`src/rtl/tx_byte_sequencer_if.sv`:
```
// Signal bundle between the message sequencer, the pushbutton/host side and the UART transmitter.
// Modports: master drives requests and buffer writes; slave is the sequencer itself.
interface tx_byte_sequencer_if #(
  parameter int AW = 3
);
  logic          send_next;
  logic          burst;
  logic [AW-1:0] last_idx;
  logic          wr_en;
  logic [AW-1:0] wr_addr;
  logic [7:0]    wr_data;
  logic          tx_done;
  logic          trmt;
  logic [7:0]    tx_data;
  logic          busy;
  logic [AW-1:0] byte_idx;

  modport master (
    output send_next, burst, last_idx, wr_en, wr_addr, wr_data, tx_done,
    input  trmt, tx_data, busy, byte_idx
  );

  modport slave (
    input  send_next, burst, last_idx, wr_en, wr_addr, wr_data, tx_done,
    output trmt, tx_data, busy, byte_idx
  );
endinterface

```
`src/rtl/tx_byte_sequencer.sv`:
```
// Sends bytes from a small message buffer to the UART TX, one per request or a whole
// burst per request, advancing a wrapping pointer on each completed byte.
module tx_byte_sequencer #(
  parameter int DEPTH = 8,
  parameter int AW    = 3
) (
  input  logic                 clk,
  input  logic                 rst_n,
  tx_byte_sequencer_if.slave   bus,
  output logic [1:0]           state_dbg
);

  // Handshake: send_next is a one-cycle request taken at a rising edge (queued one-deep
  // while busy); trmt is a one-cycle strobe with tx_data valid alongside and held;
  // tx_done is a one-cycle completion pulse, honoured only in WAIT once trmt is low.
  typedef enum logic [1:0] {
    IDLE = 2'd0,
    LOAD = 2'd1,
    WAIT = 2'd2
  } state_t;

  state_t        state, state_nxt;
  logic          pend;
  logic          burst_l;
  logic          trmt_q;
  logic [7:0]    tx_data_q;
  logic [AW-1:0] idx_q;
  logic [7:0]    mem [DEPTH];

  logic done_ok;
  logic at_last;
  logic burst_more;
  logic take_req;

  always_comb begin
    done_ok    = (state == WAIT) && bus.tx_done && !trmt_q;
    at_last    = (idx_q >= bus.last_idx);
    burst_more = burst_l && !at_last;
    take_req   = pend || bus.send_next;
    state_nxt  = state;
    case (state)
      IDLE:    if (bus.send_next) state_nxt = LOAD;
      LOAD:    state_nxt = WAIT;
      WAIT:    if (done_ok) state_nxt = (burst_more || take_req) ? LOAD : IDLE;
      default: state_nxt = IDLE;
    endcase
  end

  // Buffer has no reset so the message survives a reset of the sequencer.
  always_ff @(posedge clk) begin
    if (bus.wr_en) mem[bus.wr_addr] <= bus.wr_data;
  end

  always_ff @(posedge clk or negedge rst_n) begin
    if (!rst_n) begin
      state     <= IDLE;
      pend      <= 1'b0;
      burst_l   <= 1'b0;
      trmt_q    <= 1'b0;
      tx_data_q <= 8'h00;
      idx_q     <= '0;
    end else begin
      state  <= state_nxt;
      trmt_q <= (state == LOAD);
      if (state == LOAD) tx_data_q <= mem[idx_q];
      if ((state == IDLE) && bus.send_next) burst_l <= bus.burst;
      if ((state != IDLE) && bus.send_next) pend <= 1'b1;
      if (done_ok) begin
        idx_q <= at_last ? '0 : idx_q + AW'(1);
        // A request consumed here (pending or arriving now) must not also leave pend set.
        if (!burst_more && take_req) begin
          pend    <= 1'b0;
          burst_l <= bus.burst;
        end
      end
    end
  end

  assign bus.trmt     = trmt_q;
  assign bus.tx_data  = tx_data_q;
  assign bus.busy     = (state != IDLE);
  assign bus.byte_idx = idx_q;
  assign state_dbg    = state;

endmodule

```
`src/flat_wrapper.sv`:
```
// flat-port wrapper written by rule: the top's interface ports become plain ports
module tx_byte_sequencer_flat 
#(
  parameter int DEPTH = 8,
  parameter int AW    = 3
)
  (clk, rst_n, state_dbg, bus_send_next, bus_burst, bus_last_idx, bus_wr_en, bus_wr_addr, bus_wr_data, bus_tx_done, bus_trmt, bus_tx_data, bus_busy, bus_byte_idx);
  tx_byte_sequencer_if #(.AW(AW)) bus_i ();
  input  logic clk;
  input  logic rst_n;
  output logic [1:0] state_dbg;
  input wire logic [$bits(bus_i.send_next)-1:0] bus_send_next;
  input wire logic [$bits(bus_i.burst)-1:0] bus_burst;
  input wire logic [$bits(bus_i.last_idx)-1:0] bus_last_idx;
  input wire logic [$bits(bus_i.wr_en)-1:0] bus_wr_en;
  input wire logic [$bits(bus_i.wr_addr)-1:0] bus_wr_addr;
  input wire logic [$bits(bus_i.wr_data)-1:0] bus_wr_data;
  input wire logic [$bits(bus_i.tx_done)-1:0] bus_tx_done;
  output wire logic [$bits(bus_i.trmt)-1:0] bus_trmt;
  output wire logic [$bits(bus_i.tx_data)-1:0] bus_tx_data;
  output wire logic [$bits(bus_i.busy)-1:0] bus_busy;
  output wire logic [$bits(bus_i.byte_idx)-1:0] bus_byte_idx;
  assign bus_i.send_next = bus_send_next;
  assign bus_i.burst = bus_burst;
  assign bus_i.last_idx = bus_last_idx;
  assign bus_i.wr_en = bus_wr_en;
  assign bus_i.wr_addr = bus_wr_addr;
  assign bus_i.wr_data = bus_wr_data;
  assign bus_i.tx_done = bus_tx_done;
  assign bus_trmt = bus_i.trmt;
  assign bus_tx_data = bus_i.tx_data;
  assign bus_busy = bus_i.busy;
  assign bus_byte_idx = bus_i.byte_idx;
  tx_byte_sequencer #(.DEPTH(DEPTH), .AW(AW)) u_core (.clk(clk), .rst_n(rst_n), .bus(bus_i), .state_dbg(state_dbg));
endmodule
```
`config.mk`:
```
export PLATFORM = sky130hd
export DESIGN_NAME = tx_byte_sequencer_flat
export DESIGN_NICKNAME = d
export VERILOG_FILES = /design/src/rtl/tx_byte_sequencer_if.sv /design/src/rtl/tx_byte_sequencer.sv /design/src/flat_wrapper.sv
export SDC_FILE = /design/constraint.sdc
export NUM_CORES = 1
export LEC_CHECK = 0
export ABC_AREA = 1
export CELL_PAD_IN_SITES_DETAIL_PLACEMENT = 1
export CELL_PAD_IN_SITES_GLOBAL_PLACEMENT = 1
export CORE_AREA = 2 2 68 119
export DETAILED_ROUTE_END_ITERATION = 10
export DIE_AREA = 0 0 70 121
export PLACE_DENSITY = 0.94
export SETUP_SLACK_MARGIN = 0.15
export SYNTH_ARGS = -nofsm -noshare
export SYNTH_HDL_FRONTEND = slang
export SYNTH_SLANG_ARGS = --single-unit
export TNS_END_PERCENT = 50
```
`constraint.sdc`:
```
create_clock -name clk -period 3.4 [get_ports clk]
set_input_delay 0.51 -clock clk [delete_from_list [all_inputs] [get_ports clk]]
set_output_delay 0.51 -clock clk [all_outputs]
set_load 0.01 [all_outputs]
```
# Yosys cells after proc, flatten, opt, wreduce, memory -nomap -nowiden
# Memories as Yosys holds them, arrays and structs flattened. A register that Yosys moved wholly into a read port is not among the register bits.
# Index checks and enable logic that the tools add are counted.
dict set report totals {
  ff_bits 8
  ram_bits 64
  inputBits 20
  elab_cells 40
  memories 1
}
# name words word_bits rd rd_clocked_by_memory_dff wr line
set mem_list {}
lappend mem_list {u_core.mem 8 8 1 1 1 tx_byte_sequencer.sv:28} ;# logic [7:0] mem [DEPTH];
dict set report classes {
  n_addsub 1
  n_lt_le_gt_ge 1
  n_eq_ne 4
  muxes 13
  reduce_logical 15
}
# cell count
set op_table {}
lappend op_table {{1-bit 2-to-1 mux} 9}
lappend op_table {{1-bit logical AND} 6}
lappend op_table {{2-bit case mux with 3 select lines} 1}
lappend op_table {{1-bit logical NOT} 4}
lappend op_table {{2-bit 2-to-1 mux} 2}
lappend op_table {{3-bit by 1-bit adder with 3-bit output (second input constant)} 1}
lappend op_table {{3-bit >= comparator} 1}
lappend op_table {{3-bit 2-to-1 mux} 1}
lappend op_table {{2-bit by 1-bit equality test with 1-bit output (second input constant)} 1}
lappend op_table {{2-bit equality test (second input constant)} 1}
lappend op_table {{2-bit logical NOT} 1}
lappend op_table {{1-bit logical OR} 2}
lappend op_table {{2-bit by 1-bit != test with 1-bit output (second input constant)} 1}
lappend op_table {{2-bit != test (second input constant)} 1}
lappend op_table {{2-bit AND reduction} 1}
lappend op_table {{2-bit nonzero test} 1}

# Longest topological paths before layout
# Gate-level depths: netlist (run 1).
dict set report depth {
  ltp_word 7
  mapped_depth 11
}

# Worst setup path before layout (run 1)
# No wires, ideal clock.
dict set report synth_path {
  kind {register to register}
  from {register u_core.idx_q[0] (netlist: u_core.bus.byte_idx[0])}
  to {register u_core.idx_q[2] (netlist: u_core.bus.byte_idx[2])}
  arrival_ns 1.374
  required_ns 3.272
  setup_slack_ns 1.898
  path_stages_with_launch 11
  n_path_buf 2
  period_less_slack_ns 1.502
  cell_sequence {dfrtp_1 > buf_6 > inv_8 > buf_6 > ha_1 > inv_1 > nand2_1 > nand2_1 > and2_1 > nand3_1 > o21ai_0}
}
dict set report synth_via {
  elab_chain_len 2
}
# element line
set synth_lines {}
lappend synth_lines {{start: declaration} tx_byte_sequencer.sv:27} ;# logic [AW-1:0] idx_q;
lappend synth_lines {{start signal: assignment} tx_byte_sequencer.sv:69} ;# idx_q <= at_last ? '0 : idx_q + AW'(1);
lappend synth_lines {{3-bit by 1-bit adder with 3-bit output or 3-bit >= comparator (tied branches)} {tx_byte_sequencer.sv:69, tx_byte_sequencer.sv:37}}
lappend synth_lines {{3-bit 2-to-1 mux *} tx_byte_sequencer.sv:69}
# Mark *: on every way between the ends. The rest lies on a longest branch, timed or not.
# A chain may end at the register's enable or synchronous reset.

# Worst setup path after layout (run 1)
dict set report layout_path {
  from {register u_core.idx_q[1] (netlist: u_core.bus.byte_idx[1])}
  to {output port bus_byte_idx[1]}
}
# element line
set layout_rtl {}
lappend layout_rtl {{end: declaration} flat_wrapper.sv:22} ;# output wire logic [$bits(bus_i.byte_idx)-1:0] bus_byte_idx;
# No word-level cell between the ends.

==> metrics.md, run 1 <==
| Metric | Value |
|---|---|
| Post-DP HPWL | `6373 µm` |
| H-tree levels | `3` |
| Worst path cell trace | `clkdlybuf4s50_1` |
| Maxcap violations | `0` |
| Leak | `1.838 nW` |
| Outcome | `complete, no violations` |
| Via/cell ratio | `5.187` |
| Clk_lat worst skew | `0.35 ns` |
| Post-route insts no fill | `475` |
| Final antenna diode count | `0` |
| Top-area cell type share of the netlist area | `0.5443` |
| Buf/Inv on CP | `1` |
| Clk sinks | `80` |
| Die Y | `121 µm` |
| Largest net degree at the start of global routing | `36` |
| Cts hold-fix bufs | `0` |
| Root buf cell | `clkbuf_16` |
| Max clock buf depth | `2` |
| Yosys top cell by area | `edfxtp_1` |
| Sequential share of the synthesized area | `0.6577` |
| Layout Utilization | `0.5590` |
| Setup Buffers After CTS | `0` |
| Critical Path RT | `2.89 ns` |
| # setup viols final | `0` |
| Num ports | `35` |
| CP max stage delay | `0.83 ns` |
| Routed Wire Length | `8842 µm` |
| Final instance area | `0.004172 mm²` |
| # rows | `42` |
| TritonCTS Buffers | `9` |
| Maximum vdd drop | `0.4681 mV` |
| PD cells | `770.7 mW/mm²` |
| Input/output buffers | `34` |
| Initial DRC Count | `146` |
| Dpl cells | `460` |
| Setup Skew | `0.008884 ns` |
| First-pass GRT wire length | `14170 µm` |
| Gr ovfl total | `0` |
| Max frequency | `423.7 MHz` |
| Critical path endpoint category | `output port` |
| Cell count after synthesis | `348` |
| Initial antenna violation count | `0` |
| Worst Path Class, Setup | `flip-flop to output port` |
| Area of the mapped netlist | `0.003531 mm²` |
| Min-Delay Path Class | `flip-flop to flip-flop` |
| GRT Total Usage | `0.2316` |
| CORE AREA | `0.007462 mm²` |
| Relative slew margins | `0.4799` |
| CTS tree | `yes` |
| Drt wl/cell | `18.61 µm` |
| Worst slew pin tran | `0.7772 ns` |
| Critical Path AT | `1.85 ns` |
| Setup TNS | `0 ns` |
| Slowest CP cell | `dfrtp_1` |
| Dpl cell area | `0.003892 mm²` |
| Antenna Nets Post-Route | `0` |
| Layout fillers | `829` |
| Period utilization | `0.6942` |
| CP max FO | `20` |
| Starting density of the core | `0.4732` |
| Nets@finish | `407` |
| Synth area leaders | `edfxtp_1 54%, nand2_1 12%, dfrtp_1 11%` |
| Mapped Nets | `372` |
| Synth unique cells | `22` |
| Drt drc | `0` |
| Vias in the first global route | `2659` |
| Share of layout cells above drive strength 1 | `0.04651` |
| Final Max Slew Viols | `0` |
| Die width | `70 µm` |
| Hold Vio Cnt, Final | `0` |
| Number of iterations in the first detailed-routing pass | `4` |
| GP Congestion | `0.7794` |
| Post-cts resize count | `0` |
| Yosys warns | `0` |
| Clk pin slew, worst setup/hold paths | `0.06 ns` |
| Crit start category | `flip-flop` |
| Mean area per synthesized cell | `10.15 µm²` |
| Via count | `2464` |
| Min Tclk post-route | `2.360 ns` |
| Seq cells post-synth | `80` |
| Crit-path leading delay family | `flip-flops` |
| Die ar. | `0.008470 mm²` |
| RSZ-0062 raised after global routing | `no` |
| Area grow syn2layout | `18.14%` |
==> state kept, by name, summed over array words and instances, names as in the netlist <==
signal,cells
u_core.burst_l,1
u_core.state_dbg,2
u_core.bus.tx_data,8
u_core.pend,1
u_core.bus.trmt,1
u_core.bus.byte_idx,3
u_core.mem,64
==> report_power, final <==
group / internal [mW] / total, mW / switching, mW
sequential: 1.18 / 1.30 / 0.126
combinational: 0.395 / 0.996 / 0.601
clock: 0.560 / 0.914 / 0.354
==> worst min-delay path, stage by stage (launching register included) <==
cell and delay (ns):
dfrtp_1 0.34, nand2_1 0.06, nand2_1 0.05
==> cells in the mapped netlist (all sizes together) <==
library cell and count:
nand3 55, inv 62, a21oi 2, or2 1, o21ai 6, dfrtp 16, nand4 1, buf 11
xor2 1, edfxtp 64, clkinv 2, a22oi 1, nand2 110, ha 4, nor2 11, and2 1
==> layer usage <==
layer | share of wire | up-vias | track usage
li1 | - | 1191 | -
met5 | 0 | - | 0
met1 | 0.38 | 1185 | 0.2529
met2 | 0.54 | 61 | 0.4065
met4 | 0.043 | 0 | 0.1430
met3 | 0.031 | 27 | 0.04651
==> final cells by class <==
cell class              count  area (µm²)  share of cell area
flip-flops and latches     80        2322              0.5567
multi-input cells         193       862.1              0.2067
repair buffers             35       347.8             0.08338
inverters                  64       250.2             0.05999
clock buffers              11       232.7             0.05579
well taps                  88       110.1             0.02639
clock inverters             4       46.29             0.01110
==> kinds of logic (layout without fill, tap and decap cells) <==
kind of cell | Yosys count | count (layout) | share of synthesized area
compound gates | 9 | 9 | 0.01347
xor+xnor | 1 | 1 | 0.002481
fa+ha+maj | 4 | 4 | 0.01417
buf+inv | 75 | 114 | 0.09816
flops | 80 | 80 | 0.6577
simple gates | 179 | 179 | 0.2140
==> cell usage in the layout, fill, tap and decap left out, types with 6 or more instances in the layout <==
master / count
nor2_1: 10
nand2_1: 110
o21ai_0: 6
inv_1: 58
nand3_1: 55
edfxtp_1: 64
dfrtp_1: 16
clkbuf_16: 9
clkdlybuf4s50_1: 34
==> path summary, 6_finish.rpt <==
check,to,cells past startpoint,startpoint,slack (ns)
max in group asynchronous,u_core.bus.tx_data[3]$_DFFE_PN0P_,1,rst_n,2.35
min in group asynchronous,u_core.bus.tx_data[6]$_DFFE_PN0P_,1,rst_n,0.59
max,bus_byte_idx[1],1,u_core.bus.byte_idx[1]$_DFFE_PN0P_,1.04
max reg2reg,u_core.bus.byte_idx[1]$_DFFE_PN0P_,7,u_core.bus.byte_idx[1]$_DFFE_PN0P_,1.59
min,u_core.bus.tx_data[2]$_DFFE_PN0P_,2,u_core.bus.tx_data[2]$_DFFE_PN0P_,0.48
min reg2reg,u_core.bus.tx_data[2]$_DFFE_PN0P_,2,u_core.bus.tx_data[2]$_DFFE_PN0P_,0.48
==> metrics by stage <==
stage	hold WS, ns	setup WS [ns]	total power, mW
floorplan	0.2144	1.898	1.971
global placement	0.4684	1.323	2.261
detailed placement	0.4722	1.264	2.324
CTS	0.4871	1.029	3.246
global route	0.5154	0.9637	3.406
finish	0.4817	1.040	3.215
Power figures use the tool's default switching activity.
==> inputs of run 2 (changes only) <==
--- a/config.mk
+++ b/config.mk
@@ -8,10 +8,10 @@
 export ABC_AREA = 1
 export CELL_PAD_IN_SITES_DETAIL_PLACEMENT = 1
 export CELL_PAD_IN_SITES_GLOBAL_PLACEMENT = 1
-export CORE_AREA = 2 2 68 119
+export CORE_AREA = 2 2 71 124
 export DETAILED_ROUTE_END_ITERATION = 10
-export DIE_AREA = 0 0 70 121
-export PLACE_DENSITY = 0.94
+export DIE_AREA = 0 0 73 126
+export PLACE_DENSITY = 0.88
 export SETUP_SLACK_MARGIN = 0.15
 export SYNTH_ARGS = -nofsm -noshare
 export SYNTH_HDL_FRONTEND = slang
==> constraint.sdc (replaced) <==
create_clock -name clk -period 2.46 [get_ports clk]
set_input_delay 0.369 -clock clk [delete_from_list [all_inputs] [get_ports clk]]
set_output_delay 0.369 -clock clk [all_outputs]
set_load 0.01 [all_outputs]
==> run 2 against run 1 <==
Worst hold slack got worse by 0.020 ns. Highest routed layer unchanged. Global-route usage fell by 2.8 points. Largest power group unchanged. Clock skew fell by 0.0023 ns. Setup slack got worse by 0.52 ns. Non-clock buffer count rose by 3. Critical path type unchanged. Clock power rose by 39%.
==> metrics.md, run 2 (synthesis results as in run 1) <==
| Metric | Value |
|---|---|
| Outcome | `complete, no violations` |
| Relative slew margins | `0.5115` |
| Worst Path Class, Setup | `flip-flop to output port` |
| Critical Path AT | `1.57 ns` |
| # rows | `44` |
| Worst path cell trace | `clkdlybuf4s50_1` |
| Num ports | `35` |
| Gr ovfl total | `0` |
| Vias in the first global route | `2714` |
| CP max FO | `12` |
| H-tree levels | `3` |
| Crit start category | `flip-flop` |
| Area grow syn2layout | `19.06%` |
| Cts hold-fix bufs | `0` |
| Maxcap violations | `0` |
| Setup Skew | `0.006564 ns` |
| Nets@finish | `410` |
| Dpl cells | `467` |
| Root buf cell | `clkbuf_16` |
| GP Congestion | `0.8370` |
| Final instance area | `0.004204 mm²` |
| Dpl cell area | `0.003920 mm²` |
| GRT Total Usage | `0.2039` |
| Max frequency | `515.3 MHz` |
| RSZ-0062 raised after global routing | `no` |
| Min Tclk post-route | `1.941 ns` |
| CP max stage delay | `0.62 ns` |
| Setup TNS | `0 ns` |
| Critical Path RT | `2.09 ns` |
| Initial antenna violation count | `0` |
| Clk pin slew, worst setup/hold paths | `0.05 ns` |
| Maximum vdd drop | `0.5210 mV` |
| Drt wl/cell | `17.45 µm` |
| Setup Buffers After CTS | `0` |
| Starting density of the core | `0.4304` |
| Via/cell ratio | `5.114` |
| Final Max Slew Viols | `0` |
| Buf/Inv on CP | `1` |
| Crit-path leading delay family | `buffers and inverters` |
| Die ar. | `0.009198 mm²` |
| Via count | `2470` |
| Critical path endpoint category | `output port` |
| Max clock buf depth | `2` |
| CORE AREA | `0.008203 mm²` |
| Min-Delay Path Class | `primary input to asynchronous set/reset pin` |
| # setup viols final | `0` |
| Routed Wire Length | `8430 µm` |
| Most flops, register | `u_core.mem` |
| First-pass GRT wire length | `13680 µm` |
| PnR Total Power | `4.463 mW` |
| Die Y | `126 µm` |
| Commonest non-fill, non-tap cell in the layout | `nand2_1` |
| Hold Vio Cnt, Final | `0` |
| Slowest CP cell | `clkdlybuf4s50_1` |
| Share of layout cells above drive strength 1 | `0.05627` |
| Antenna Nets Post-Route | `0` |
| Drt drc | `0` |
| Clk sinks | `80` |
| Worst slew pin tran | `0.7300 ns` |
| Max reg flops | `64` |
| TritonCTS Buffers | `9` |
| Clk_lat worst skew | `0.34 ns` |
| Period utilization | `0.7889` |
| Die width | `73 µm` |
| Post-DP HPWL | `6198 µm` |
| Post-route insts no fill | `483` |
| Largest net degree at the start of global routing | `36` |
| Number of iterations in the first detailed-routing pass | `4` |
| Initial DRC Count | `130` |
| Final antenna diode count | `0` |
| Most frequent cells in the layout | `110 x nand2_1, 64 x edfxtp_1, 58 x inv_1` |
| CTS tree | `yes` |
| Leak | `1.857 nW` |
| PD cells | `1062 mW/mm²` |
| Input/output buffers | `34` |
| Post-cts resize count | `0` |
run 2: cell types whose count changed in the layout (fill, tap and decap cells not counted), sizes merged:
| cell | before | now |
|---|---|---|
| buf | 1 | 4 |
| clkbuf | 11 | 13 |
| clkinv | 5 | 4 |
run 2: final timing paths:
kind / start / endpoint / slack [ns] / cells past startpoint
min in group clk: u_core.bus.tx_data[2]$_DFFE_PN0P_ / u_core.bus.tx_data[2]$_DFFE_PN0P_ / 0.49 / 2
setup / recovery: u_core.bus.byte_idx[2]$_DFFE_PN0P_ / bus_byte_idx[2] / 0.52 / 1
hold / removal: rst_n / u_core.burst_l$_DFF_PN0_ / 0.46 / 1
max in group asynchronous: rst_n / u_core.bus.byte_idx[2]$_DFFE_PN0P_ / 1.54 / 1
setup reg to reg: u_core.bus.byte_idx[2]$_DFFE_PN0P_ / u_core.bus.byte_idx[1]$_DFFE_PN0P_ / 0.86 / 5
hold reg to reg: u_core.bus.tx_data[2]$_DFFE_PN0P_ / u_core.bus.tx_data[2]$_DFFE_PN0P_ / 0.49 / 2
run 2: layout make-up:
| cell class | count | area, µm² |
|---|---|---|
| fillers | 922 | 3999 |
| flip-flops and latches | 80 | 2322 |
| multi-input cells | 193 | 862.1 |
| repair buffers | 38 | 370.4 |
| inverters | 64 | 250.2 |
| clock buffers | 13 | 240.2 |
| well taps | 92 | 115.1 |
| clock inverters | 3 | 43.79 |
run 2: per-layer routing:
layer | GRT usage | part of all wire | vias up
met5 | 0 | 0 | -
met4 | 0.1285 | 0.047 | 0
met3 | 0.03840 | 0.034 | 32
met2 | 0.3593 | 0.55 | 65
met1 | 0.2134 | 0.37 | 1181
li1 | - | - | 1192
run 2: stage by stage:
step / hold WS [ns] / util / setup slack [ns]
after floorplan: 0.07341 / - / 0.9583
after global placement: 0.4698 / 0.4779 / 0.5822
after detailed placement: 0.4759 / 0.4779 / 0.5087
after CTS: 0.4801 / 0.5125 / 0.5080
after global routing: 0.5067 / 0.5125 / 0.4641
final: 0.4622 / 0.5125 / 0.5194
run 2: where the power goes:
| group | switching (mW) | internal [mW] |
|---|---|---|
| Clock | 0.484 | 0.786 |
| Sequential | 0.119 | 1.63 |
| Combinational | 0.887 | 0.557 |
| Total | 1.49 | 2.97 |
